## config.mk

```make
export PLATFORM = sky130hd
export DESIGN_NAME = fifo_rd_stream
export DESIGN_NICKNAME = d
export VERILOG_FILES = /design/src/rtl/fifo_stream_pkg.sv /design/src/rtl/fifo_rd_skid3.sv /design/src/rtl/fifo_rd_stream.sv
export SDC_FILE = /design/constraint.sdc
export NUM_CORES = 1
export LEC_CHECK = 0
export ABC_AREA = 1
export ABC_CLOCK_PERIOD_IN_PS = 3000
export CORE_MARGIN = 3
export CORE_UTILIZATION = 35
export CTS_CLUSTER_SIZE = 10
export DETAILED_ROUTE_END_ITERATION = 10
export HOLD_SLACK_MARGIN = 0.15
export PLACE_DENSITY = 0.67
export SLEW_MARGIN = 20
export SYNTH_ARGS = -nofsm -noshare
export SYNTH_HDL_FRONTEND = slang
export SYNTH_SLANG_ARGS = --single-unit
```

## constraint.sdc

```tcl
create_clock -name clock -period 3 [get_ports clock]
set_input_delay 0.75 -clock clock [delete_from_list [all_inputs] [get_ports clock]]
set_output_delay 0.75 -clock clock [all_outputs]
set_load 0.1 [all_outputs]
```

## src/rtl/fifo_stream_pkg.sv

```systemverilog
// Shared types and helpers for the common_fifo reader-side stream adapter.
//   buf_state_e : coarse occupancy of the 3-entry output buffer (assertions)
//   lsize_f     : width of a beat counter able to hold 0..pkt_len
package fifo_stream_pkg;

    typedef enum logic [1:0] {
        BUF_EMPTY,
        BUF_PART,
        BUF_FULL
    } buf_state_e;

    // Never returns less than 1 so PKT_LEN=1 still yields a legal vector.
    function automatic int lsize_f(input int pkt_len);
        return ($clog2(pkt_len + 1) < 1) ? 1 : $clog2(pkt_len + 1);
    endfunction

endpackage

```

## src/rtl/fifo_rd_skid3.sv

```systemverilog
// 3-entry circular output buffer with push/pop and occupancy count.
//   clock, rst_n : clock and asynchronous active-low reset
//   push, push_data : write one word at the write pointer
//   pop          : retire the word at the read pointer
//   data         : word at the read pointer
//   count        : occupancy 0..3
module fifo_rd_skid3
    import fifo_stream_pkg::*;
#(
    parameter int DSIZE = 8
) (
    input  logic             clock,
    input  logic             rst_n,
    input  logic             push,
    input  logic [DSIZE-1:0] push_data,
    input  logic             pop,
    output logic [DSIZE-1:0] data,
    output logic [1:0]       count
);

    logic [DSIZE-1:0] mem [0:2];
    logic [1:0]       wr_ptr;
    logic [1:0]       rd_ptr;
    buf_state_e       state;

    function automatic logic [1:0] next_ptr(input logic [1:0] p);
        return (p == 2'd2) ? 2'd0 : p + 2'd1;
    endfunction

    always_ff @(posedge clock or negedge rst_n) begin
        if (!rst_n) begin
            wr_ptr <= '0;
            rd_ptr <= '0;
            count  <= '0;
        end else begin
            if (push) wr_ptr <= next_ptr(wr_ptr);
            if (pop)  rd_ptr <= next_ptr(rd_ptr);
            case ({push, pop})
                2'b10:   count <= count + 2'd1;
                2'b01:   count <= count - 2'd1;
                default: count <= count;
            endcase
        end
    end

    // Storage needs no reset: data is only observed when count != 0.
    always_ff @(posedge clock) begin
        if (push) mem[wr_ptr] <= push_data;
    end

    assign data = mem[rd_ptr];

    always_comb begin
        state = BUF_PART;
        if (count == 2'd0)      state = BUF_EMPTY;
        else if (count == 2'd3) state = BUF_FULL;
    end

    a_no_overflow: assert property (@(posedge clock) disable iff (!rst_n)
        !(state == BUF_FULL && push && !pop));
    a_no_underflow: assert property (@(posedge clock) disable iff (!rst_n)
        !(state == BUF_EMPTY && pop));

endmodule

```

## src/rtl/fifo_rd_stream.sv

```systemverilog
// Reader-side adapter: drains a common_fifo (rd_en/empty/rdata) into a
// valid/ready stream and frames it into PKT_LEN-beat packets.
//   clock, rst_n           : shared clock, asynchronous active-low reset
//   fifo_rdata, fifo_empty : common_fifo read side inputs
//   fifo_rd_en             : read strobe, never high while fifo_empty
//   out_data/valid/ready   : output stream handshake
//   out_last               : final beat of each packet
//   beat_cnt, pkt_cnt      : beats sent in current packet, packets completed
module fifo_rd_stream
    import fifo_stream_pkg::*;
#(
    parameter int DSIZE   = 8,
    parameter int PKT_LEN = 16,
    parameter int LSIZE   = lsize_f(PKT_LEN)
) (
    input  logic             clock,
    input  logic             rst_n,
    input  logic [DSIZE-1:0] fifo_rdata,
    input  logic             fifo_empty,
    output logic             fifo_rd_en,
    output logic [DSIZE-1:0] out_data,
    output logic             out_valid,
    input  logic             out_ready,
    output logic             out_last,
    output logic [LSIZE-1:0] beat_cnt,
    output logic [15:0]      pkt_cnt
);

    localparam logic [LSIZE-1:0] LAST_BEAT = LSIZE'(PKT_LEN - 1);

    logic       inflight;
    logic [1:0] buf_cnt;
    logic [2:0] level;
    logic       pop;

    // Reserve a buffer slot for the word in flight, so issue never
    // depends on out_ready and the buffer cannot overflow.
    assign level      = {1'b0, buf_cnt} + {2'b00, inflight};
    assign fifo_rd_en = rst_n && !fifo_empty && (level < 3'd3);

    always_ff @(posedge clock or negedge rst_n) begin
        if (!rst_n) inflight <= 1'b0;
        else        inflight <= fifo_rd_en;
    end

    fifo_rd_skid3 #(.DSIZE(DSIZE)) u_skid (
        .clock     (clock),
        .rst_n     (rst_n),
        .push      (inflight),
        .push_data (fifo_rdata),
        .pop       (pop),
        .data      (out_data),
        .count     (buf_cnt)
    );

    assign out_valid = (buf_cnt != 2'd0);
    assign pop       = out_valid && out_ready;
    assign out_last  = out_valid && (beat_cnt == LAST_BEAT);

    always_ff @(posedge clock or negedge rst_n) begin
        if (!rst_n) begin
            beat_cnt <= '0;
            pkt_cnt  <= '0;
        end else if (pop) begin
            if (out_last) begin
                beat_cnt <= '0;
                pkt_cnt  <= pkt_cnt + 16'd1;
            end else begin
                beat_cnt <= beat_cnt + 1'b1;
            end
        end
    end

endmodule

```

# Word level (Yosys, flattened, before mapping)
# Memories as Yosys holds them, arrays and structs flattened.
# Index checks and enable logic that the tools add are counted.
# Widths: inputs -> output; s select.
[classes]
n_addsub = 7
mul = 0
div_mod_pow = 0
n_lt_le_gt_ge = 1
eq_ne = 5
shift = 0
mux = 6
n_bitwise = 0
n_reduce_logical = 8
[ops]
columns = ["operator", "n"]
rows = [
  ["$add 16x1->16 const B", 1],
  ["$add 2x1->2 const B", 3],
  ["$eq 2x2->1 const B", 3],
  ["$add 5x1->5 const B", 1],
  ["$eq 5x4->1 const B", 1],
  ["$mux 5", 1],
  ["$logic_and 1x1->1", 4],
  ["$mux 2", 2],
  ["$pmux 2 s2", 1],
  ["$reduce_bool 2->1", 2],
  ["$add 2x1->3", 1],
  ["$lt 3x2->1 const B", 1],
  ["$eq 2x1->1 const B", 1],
  ["$mux 1", 2],
  ["$reduce_and 2->1", 1],
  ["$sub 2x1->2 const B", 1],
  ["$logic_not 1->1", 1],
]
[word_totals]
register_bits = 28
latch_bits = 0
ram_bits = 24
mem_bits_ro = 0
in_bits = 12
word_cells = 34
mem_count = 1
[mem_list]
columns = ["memory", "words", "width", "read_ports", "rd_ports_with_merged_regs", "wr", "line_no", "text"]
rows = [
  ["u_skid.mem", 3, 8, 1, 0, 1, "fifo_rd_skid3.sv:21", "logic [DSIZE-1:0] mem [0:2];"],
]

# Depth between registers and ports, before layout
# Gate-level depths: netlist of the first run.
[depth]
ltp_word = 4
depth_mapped = 9
mapped_depth_nobuf = 8

# Cells and area by module
# From an unflattened synthesis of the first run, not the netlist that was laid out.
[unflattened]
hier_cells = 256
area_unflattened_um2 = 2456.1
[modules_own_cells]
columns = ["module", "n_inst", "cells_per_inst", "area_each_um2"]
rows = [
  ["fifo_rd_stream", 1, 163, 1283.7],
  ["fifo_rd_skid3", 1, 93, 1172.4],
]

# Worst setup path before layout of the first run
# No wires, ideal clock.
[synth_timing]
kind = "reg2out"
startpoint = "register u_skid.count[0]"
endpoint = "output fifo_rd_en"
arrival_time_ns = 2.717
required_time_ns = 2.250
path_slack_ns = -0.467
path_stages_with_launch = 5
path_cell_list = "dfrtp_1 > ha_1 > ha_1 > or3b_2 > a21oi_1"
[synth_between]
elab_chain_len = 3
[synth_lines]
columns = ["item", "line_no", "text"]
rows = [
  ["from (decl)", "fifo_rd_skid3.sv:18", "output logic [1:0] count"],
  ["from (signal assigned)", "fifo_rd_skid3.sv:39", "2'b10: count <= count + 2'd1;"],
  ["from (signal assigned)", "fifo_rd_skid3.sv:40", "2'b01: count <= count - 2'd1;"],
  ["from (signal assigned)", "fifo_rd_skid3.sv:41", "default: count <= count;"],
  ["$add 2x1->3", "fifo_rd_stream.sv:38", "assign level = {1'b0, buf_cnt} + {2'b00, inflight};"],
  ["$lt 3x2->1", "fifo_rd_stream.sv:39", "assign fifo_rd_en = rst_n && !fifo_empty && (level < 3'd3);"],
  ["$logic_and 1x1->1", "fifo_rd_stream.sv:39", ""],
  ["to (decl)", "fifo_rd_stream.sv:20", "output logic fifo_rd_en,"],
]
# No other way between the ends.

# Worst setup path in the final report of the first run
[layout_timing]
startpoint = "input rst_n"
endpoint = "output fifo_rd_en"
[layout_between]
elab_chain_len = 2
[layout_lines]
columns = ["item", "line_no", "text"]
rows = [
  ["from (decl)", "fifo_rd_stream.sv:17", "input logic rst_n,"],
  ["$logic_and 1x1->1 (2 in a row)", "fifo_rd_stream.sv:39", ""],
]
# No other way between the ends.

==> impl_metrics.env, run 1 <==
export IMPL_status="completed"
export IMPL_grt_usage_pct=12.8
export IMPL_gp_congestion=0.719
export IMPL_clockRootBuffer="clkbuf_8"
export IMPL_place_ws_ns=0.0892
export IMPL_vias=1747
export IMPL_power_switching_w=0.00160
export IMPL_critical_path_buf_inv_count=2
export IMPL_wirelength_microns=4670
export IMPL_antenna_found_initial=0
export IMPL_setup_tns_ns=0
export IMPL_ys_warnings_count=0
export IMPL_crit_required_ns=2.25
export IMPL_critPathMaxStageDelay_ns=0.55
export IMPL_synth_fp_nets=263
export IMPL_relSlewSlack_pct=53.8
export IMPL_period_share_pct=96.8
export IMPL_rsz0062_at_grt="false"
export IMPL_hold_violations=0
export IMPL_nFillCells=621
export IMPL_crit_chain="clkdlybuf4s50_1 > or3b_2 > a21oi_2 > buf_12"
export IMPL_die_y_microns=89.4
export IMPL_synth_cell_types=28
export IMPL_dp_hpwl_microns=3460
export IMPL_wl_met3_microns=252
export IMPL_clkTransAtPathRegs_ns=0.09
export IMPL_combPwrFrac_pct=54.9
export IMPL_tritoncts="built"
export IMPL_slew_viol_final=0
export IMPL_avgRoutedWirePerCell_microns=12.5
export IMPL_ir_worst_vdd_mv=0.345
export IMPL_synthFlopType="dfrtp_1"
export IMPL_start_util_pct=37.3
export IMPL_layout_drive_gt1_share_pct=21.2
export IMPL_worstSkewPairLatency_ns=0.30
export IMPL_crit_type="input pin to primary output"
export IMPL_drtPass1Iterations=4
export IMPL_grt_overflow_total=0
export IMPL_antennaDiodeCount=0
export IMPL_holdBufCountCts=0
export IMPL_worstMarginPinSlew_ns=0.688
export IMPL_fin_ws_ns=0.0947
export IMPL_synth_seq_cells=52
export IMPL_min_period_ns=2.91
export IMPL_seq_area_frac_synth_pct=58.4
export IMPL_ios=44
export IMPL_avgSynthCellArea_sq_um=9.90
export IMPL_grt_pass1_wl_microns=7730
export IMPL_max_freq_mhz=344
export IMPL_cts_buffers_inserted=5
export IMPL_synthCells=246
export IMPL_syn_to_final_growth_pct=27.7
export IMPL_yosysTopAreaCellShare_pct=29.6
export IMPL_hold_path_class="flip-flop to flip-flop"
export IMPL_yosys_area_top_type="edfxtp_1"
export IMPL_drtIter0Drc=69
export IMPL_clockBufferDepth=2
export IMPL_drv_cap=0
export IMPL_dp_cells=366
export IMPL_io_buffers=43
export IMPL_cts_resized=0
export IMPL_final_nets=313
export IMPL_swShare_pct=49.5
export IMPL_start_kind="input pin"
export IMPL_synthTopCellsByCount="nand2_1 (70), dfrtp_1 (28), edfxtp_1 (24), inv_1 (24), nand3_1 (20)"
export IMPL_instances_no_fill=374
export IMPL_async_reset_ff_share_pct=53.8
export IMPL_critPathArrivalTime_ns=2.16
export IMPL_dieArea_sq_um=7990
export IMPL_postRouteAntennaNets=0
export IMPL_end_kind="primary output"
export IMPL_sequentialPowerShare_pct=30.2
export IMPL_fin_skew_ns=0.00967
export IMPL_setup_viol=0
export IMPL_die_x_microns=89.4
export IMPL_cts_setup_buffers=0
export IMPL_ctsHtreeMaxLevel=2
export IMPL_crit_slowest_cell="clkdlybuf4s50_1"
export IMPL_multi_input_area_sq_um=882
export IMPL_coreArea_sq_um=6530
export IMPL_rows=29
export IMPL_topRoutingLayerUsed="met4"
export IMPL_total_leakage_power_nw=1.32
export IMPL_via_per_inst=4.67
export IMPL_clockPowerShare_pct=15.0
export IMPL_critPathTopFamily="buffers and inverters"
export IMPL_wl_met2_microns=2250
export IMPL_yosysMostFrequentCell="nand2_1"
export IMPL_worst_path_max_fanout=2
export IMPL_grt_pass1_vias=1628
export IMPL_route_detailed_drc=0
export IMPL_grt_max_degree=29
export IMPL_cellInternalPower_w=0.00164
export IMPL_power_density_nw_per_um2=1040
export IMPL_cts_sinks=52
export IMPL_met1_length_microns=2130
export IMPL_synth_edf_count=24
export IMPL_synth_area_leaders="edfxtp_1 (30%), dfrtp_1 (29%), nand2_1 (11%), nand3_1 (4.1%), inv_1 (3.7%)"
export IMPL_seq_area_sq_um=1420
export IMPL_netlist_area_sq_um=2430
-- through the flow --
step / area, sq um / utilization (%) / power (W) / hold slack, ns
2_1_floorplan: 2440 / - / 0.00222 / 0.454
3_3_place_gp: 2990 / 45.8 / 0.00277 / 0.486
3_5_place_dp: 2990 / 45.8 / 0.00279 / 0.489
4_1_cts: 3110 / 47.6 / 0.00328 / 0.512
5_1_grt: 3110 / 47.6 / 0.00341 / 0.543
6_report: 3110 / 47.6 / 0.00324 / 0.509
-- per-layer routing --
metal  vias up  track usage [%]
met4         0             3.25
li1        904                -
met3         5             3.13
met2        37             21.8
met5         -                0
met1       801             16.3
-- placed cells by master (no fill, tap or decap), drive strengths merged --
master and instances:
o21ai 9, edfxtp 24, clkbuf 5, nor3 8, inv 28, nand4 4, xor2 1, ha 5
o21bai 2, a21oi 5, buf 36, bufinv 1, or3b 1, clkinvlp 1, nand3b 1, dfrtp 28
a21boi 1, nand3 24, nor2 27, xnor2 4, clkdlybuf4s50 11, nand2 71
-- area by class of cell --
cell class / instances / share of cell area, %
repair buffers: 47 / 15.9
clock buffers: 5 / 2.21
flip-flops and latches: 52 / 45.7
inverters: 27 / 3.26
well taps: 77 / 3.10
clock inverters: 3 / 1.49
multi-input cells: 163 / 28.4
-- cell families (layout without fill, tap and decap cells) --
kind of cell | Yosys count | in the layout | synth area share [%]
AND/OR/NAND/NOR | 136 | 136 | 27.9
flip-flops | 52 | 52 | 58.4
buffers and inverters | 31 | 82 | 5.55
AO/OA/AOI/OAI | 17 | 17 | 3.80
adder cells (fa/ha/maj) | 5 | 5 | 2.57
XOR/XNOR | 5 | 5 | 1.80
-- power by group through the flow --
| stage | sequential [W] | clock [W] | combinational [W] |
|---|---|---|---|
| final | 0.000978 | 0.000485 | 0.00178 |
| after floorplan | 0.00120 | 0 | 0.00102 |
| after global placement | 0.000991 | 0 | 0.00178 |
| after global routing | 0.000998 | 0.000529 | 0.00188 |
| after detailed placement | 0.000997 | 0 | 0.00180 |
| after CTS | 0.000981 | 0.000497 | 0.00180 |
-- flip-flops by register name (all words and copies together) (netlist names) --
| name | flops |
|---|---|
| u_skid.mem | 24 |
| pkt_cnt | 16 |
| beat_cnt | 5 |
| u_skid.count | 2 |
| u_skid.rd_ptr | 2 |
| u_skid.wr_ptr | 2 |
| inflight | 1 |
-- worst paths after layout --
path,cells past startpoint,start,endpoint,slack (ns)
max in group asynchronous,2,rst_n,u_skid.rd_ptr[1],1.77
hold / removal,1,inflight,u_skid.wr_ptr[0],0.51
setup reg to reg,6,u_skid.count[0],u_skid.count[1],1.40
hold reg to reg,1,inflight,u_skid.wr_ptr[0],0.51
min in group asynchronous,2,rst_n,pkt_cnt[14],0.95
setup / recovery,4,rst_n,fifo_rd_en,0.09
Note: power is estimated with default switching activity, not from simulation.
==> run 2: changes to the inputs <==
- CORE_UTILIZATION: 35 -> 45
- DONT_BUFFER_PORTS: default -> 1
- PLACE_DENSITY: 0.67 -> 0.7
==> impl_metrics.env, run 2 (synthesis gave the netlist of run 1 again) <==
export IMPL_power_density_nw_per_um2=1020
export IMPL_grt_max_degree=29
export IMPL_tritoncts="built"
export IMPL_dieArea_sq_um=6330
export IMPL_rows=26
export IMPL_start_kind="flip-flop"
export IMPL_layout_drive_gt1_share_pct=20.9
export IMPL_crit_chain="ha_1 > ha_1 > or3b_2 > a21oi_2 > buf_4"
export IMPL_final_nets=298
export IMPL_ff2ff_path_depth=7
export IMPL_antennaDiodeCount=0
export IMPL_coreArea_sq_um=5170
export IMPL_drtPass1Iterations=4
export IMPL_avgRoutedWirePerCell_microns=13.6
export IMPL_cts_sinks=52
export IMPL_grt_pass1_vias=1817
export IMPL_critPathMaxStageDelay_ns=0.47
export IMPL_largestRegisters="u_skid.mem (24), pkt_cnt (16), beat_cnt (5)"
export IMPL_postPlaceCellArea_sq_um=2740
export IMPL_slew_viol_final=0
export IMPL_crit_type="flip-flop to primary output"
export IMPL_dp_hpwl_microns=3390
export IMPL_setup_tns_ns=0
export IMPL_grt_usage_pct=16.8
export IMPL_cts_buffers_inserted=5
export IMPL_clockBufferDepth=2
export IMPL_max_freq_mhz=358
export IMPL_setup_viol=0
export IMPL_layout_cells_most_common="nand2_1"
export IMPL_hold_worst_slack_ns=0.247
export IMPL_grt_pass1_wl_microns=8300
export IMPL_ctsHtreeMaxLevel=2
export IMPL_cts_setup_buffers=0
export IMPL_ir_worst_vdd_mv=0.704
export IMPL_die_x_microns=79.6
export IMPL_cts_resized=0
export IMPL_wirelength_microns=4790
export IMPL_crit_required_ns=2.25
export IMPL_status="completed"
export IMPL_worstSkewPairLatency_ns=0.31
export IMPL_drv_cap=0
export IMPL_final_cell_area_sq_um=2850
export IMPL_hold_violations=0
export IMPL_clockRootBuffer="clkbuf_8"
export IMPL_total_power_w=0.00292
export IMPL_relSlewSlack_pct=33.3
export IMPL_min_period_ns=2.79
export IMPL_critPathArrivalTime_ns=2.04
export IMPL_die_y_microns=79.6
export IMPL_vias=1733
export IMPL_io_buffers=0
export IMPL_nFillCells=462
export IMPL_end_kind="primary output"
export IMPL_cp_common_cell="ha_1"
export IMPL_start_util_pct=47.1
export IMPL_total_leakage_power_nw=1.22
export IMPL_top_register="u_skid.mem"
export IMPL_syn_to_final_growth_pct=17.1
export IMPL_crit_slowest_cell="dfrtp_1"
export IMPL_drtIter0Drc=98
export IMPL_antenna_found_initial=0
export IMPL_gp_congestion=0.764
export IMPL_final_cell_mix="nand2_1 (70), buf_4 (30), dfrtp_1 (28), inv_1 (24), edfxtp_1 (24)"
export IMPL_largest_reg_flops=24
export IMPL_fin_skew_ns=0.0130
export IMPL_postRouteAntennaNets=0
export IMPL_route_detailed_drc=0
export IMPL_grt_overflow_total=0
export IMPL_clkTransAtPathRegs_ns=0.11
export IMPL_ios=44
export IMPL_via_per_inst=4.92
export IMPL_worst_path_max_fanout=5
export IMPL_hold_path_class="input pin to async pin"
export IMPL_rsz0062_at_grt="false"
export IMPL_worstMarginPinSlew_ns=1.00
export IMPL_period_share_pct=93.1
==> run 2: through the flow <==
step | utilization, % | worst slack [ns] | std cells
after floorplan | - | 0.0177 | 246
after global placement | 52.9 | 0.588 | 343
after detailed placement | 52.9 | 0.551 | 343
after CTS | 55.1 | 0.199 | 352
after global routing | 55.1 | 0.112 | 352
final | 55.1 | 0.207 | 352
==> run 2: worst paths after layout <==
path                                    endpoint            start  slack, ns
max in group asynchronous             pkt_cnt[8]            rst_n       2.59
worst min-delay path                 beat_cnt[3]            rst_n       0.25
worst max-delay path                  fifo_rd_en  u_skid.count[0]       0.21
worst min register to register  u_skid.wr_ptr[0]         inflight       0.50
min in group clock              u_skid.wr_ptr[0]         inflight       0.50
worst max register to register       pkt_cnt[15]      pkt_cnt[11]       1.16
==> run 2: worst max-delay path, delay by kind of cell (launching register included) <==
kind	cells	cell delay (ns)
DFF	1	0.47
buffers and inverters	1	0.30
adders and majority gates	2	0.39
and+or+nand+nor	1	0.44
AOI/OAI and AO/OA	1	0.13
==> run 2: cell type report <==
cell class | instances | area, sq um | share of cell area, %
flip-flops and latches | 52 | 1420 | 49.8
repair buffers | 32 | 265 | 9.30
inverters | 27 | 101 | 3.55
well taps | 70 | 87.6 | 3.07
clock buffers | 5 | 68.8 | 2.41
clock inverters | 3 | 25.0 | 0.878
multi-input cells | 163 | 882 | 30.9
==> run 2: layer usage <==
metal	GRT usage (%)	part of all wire [%]
met5	0	0
met2	30.0	50
met4	4.47	1.4
met3	5.08	6.3
met1	19.6	42
==> run 2: where the power goes <==
part	internal [W]	leakage (nW)	switching, W
registers	0.000865	0.591	0.0000868
logic	0.000314	0.584	0.00124
clock network	0.000170	0.0452	0.000244
==> run 2: what timing repair did <==
| item | in CTS | in global routing |
|---|---|---|
| hold buffers | 1 | 0 |
| setup endpoints to repair | 0 | 0 |
| hold endpoints to repair | 28 | 0 |
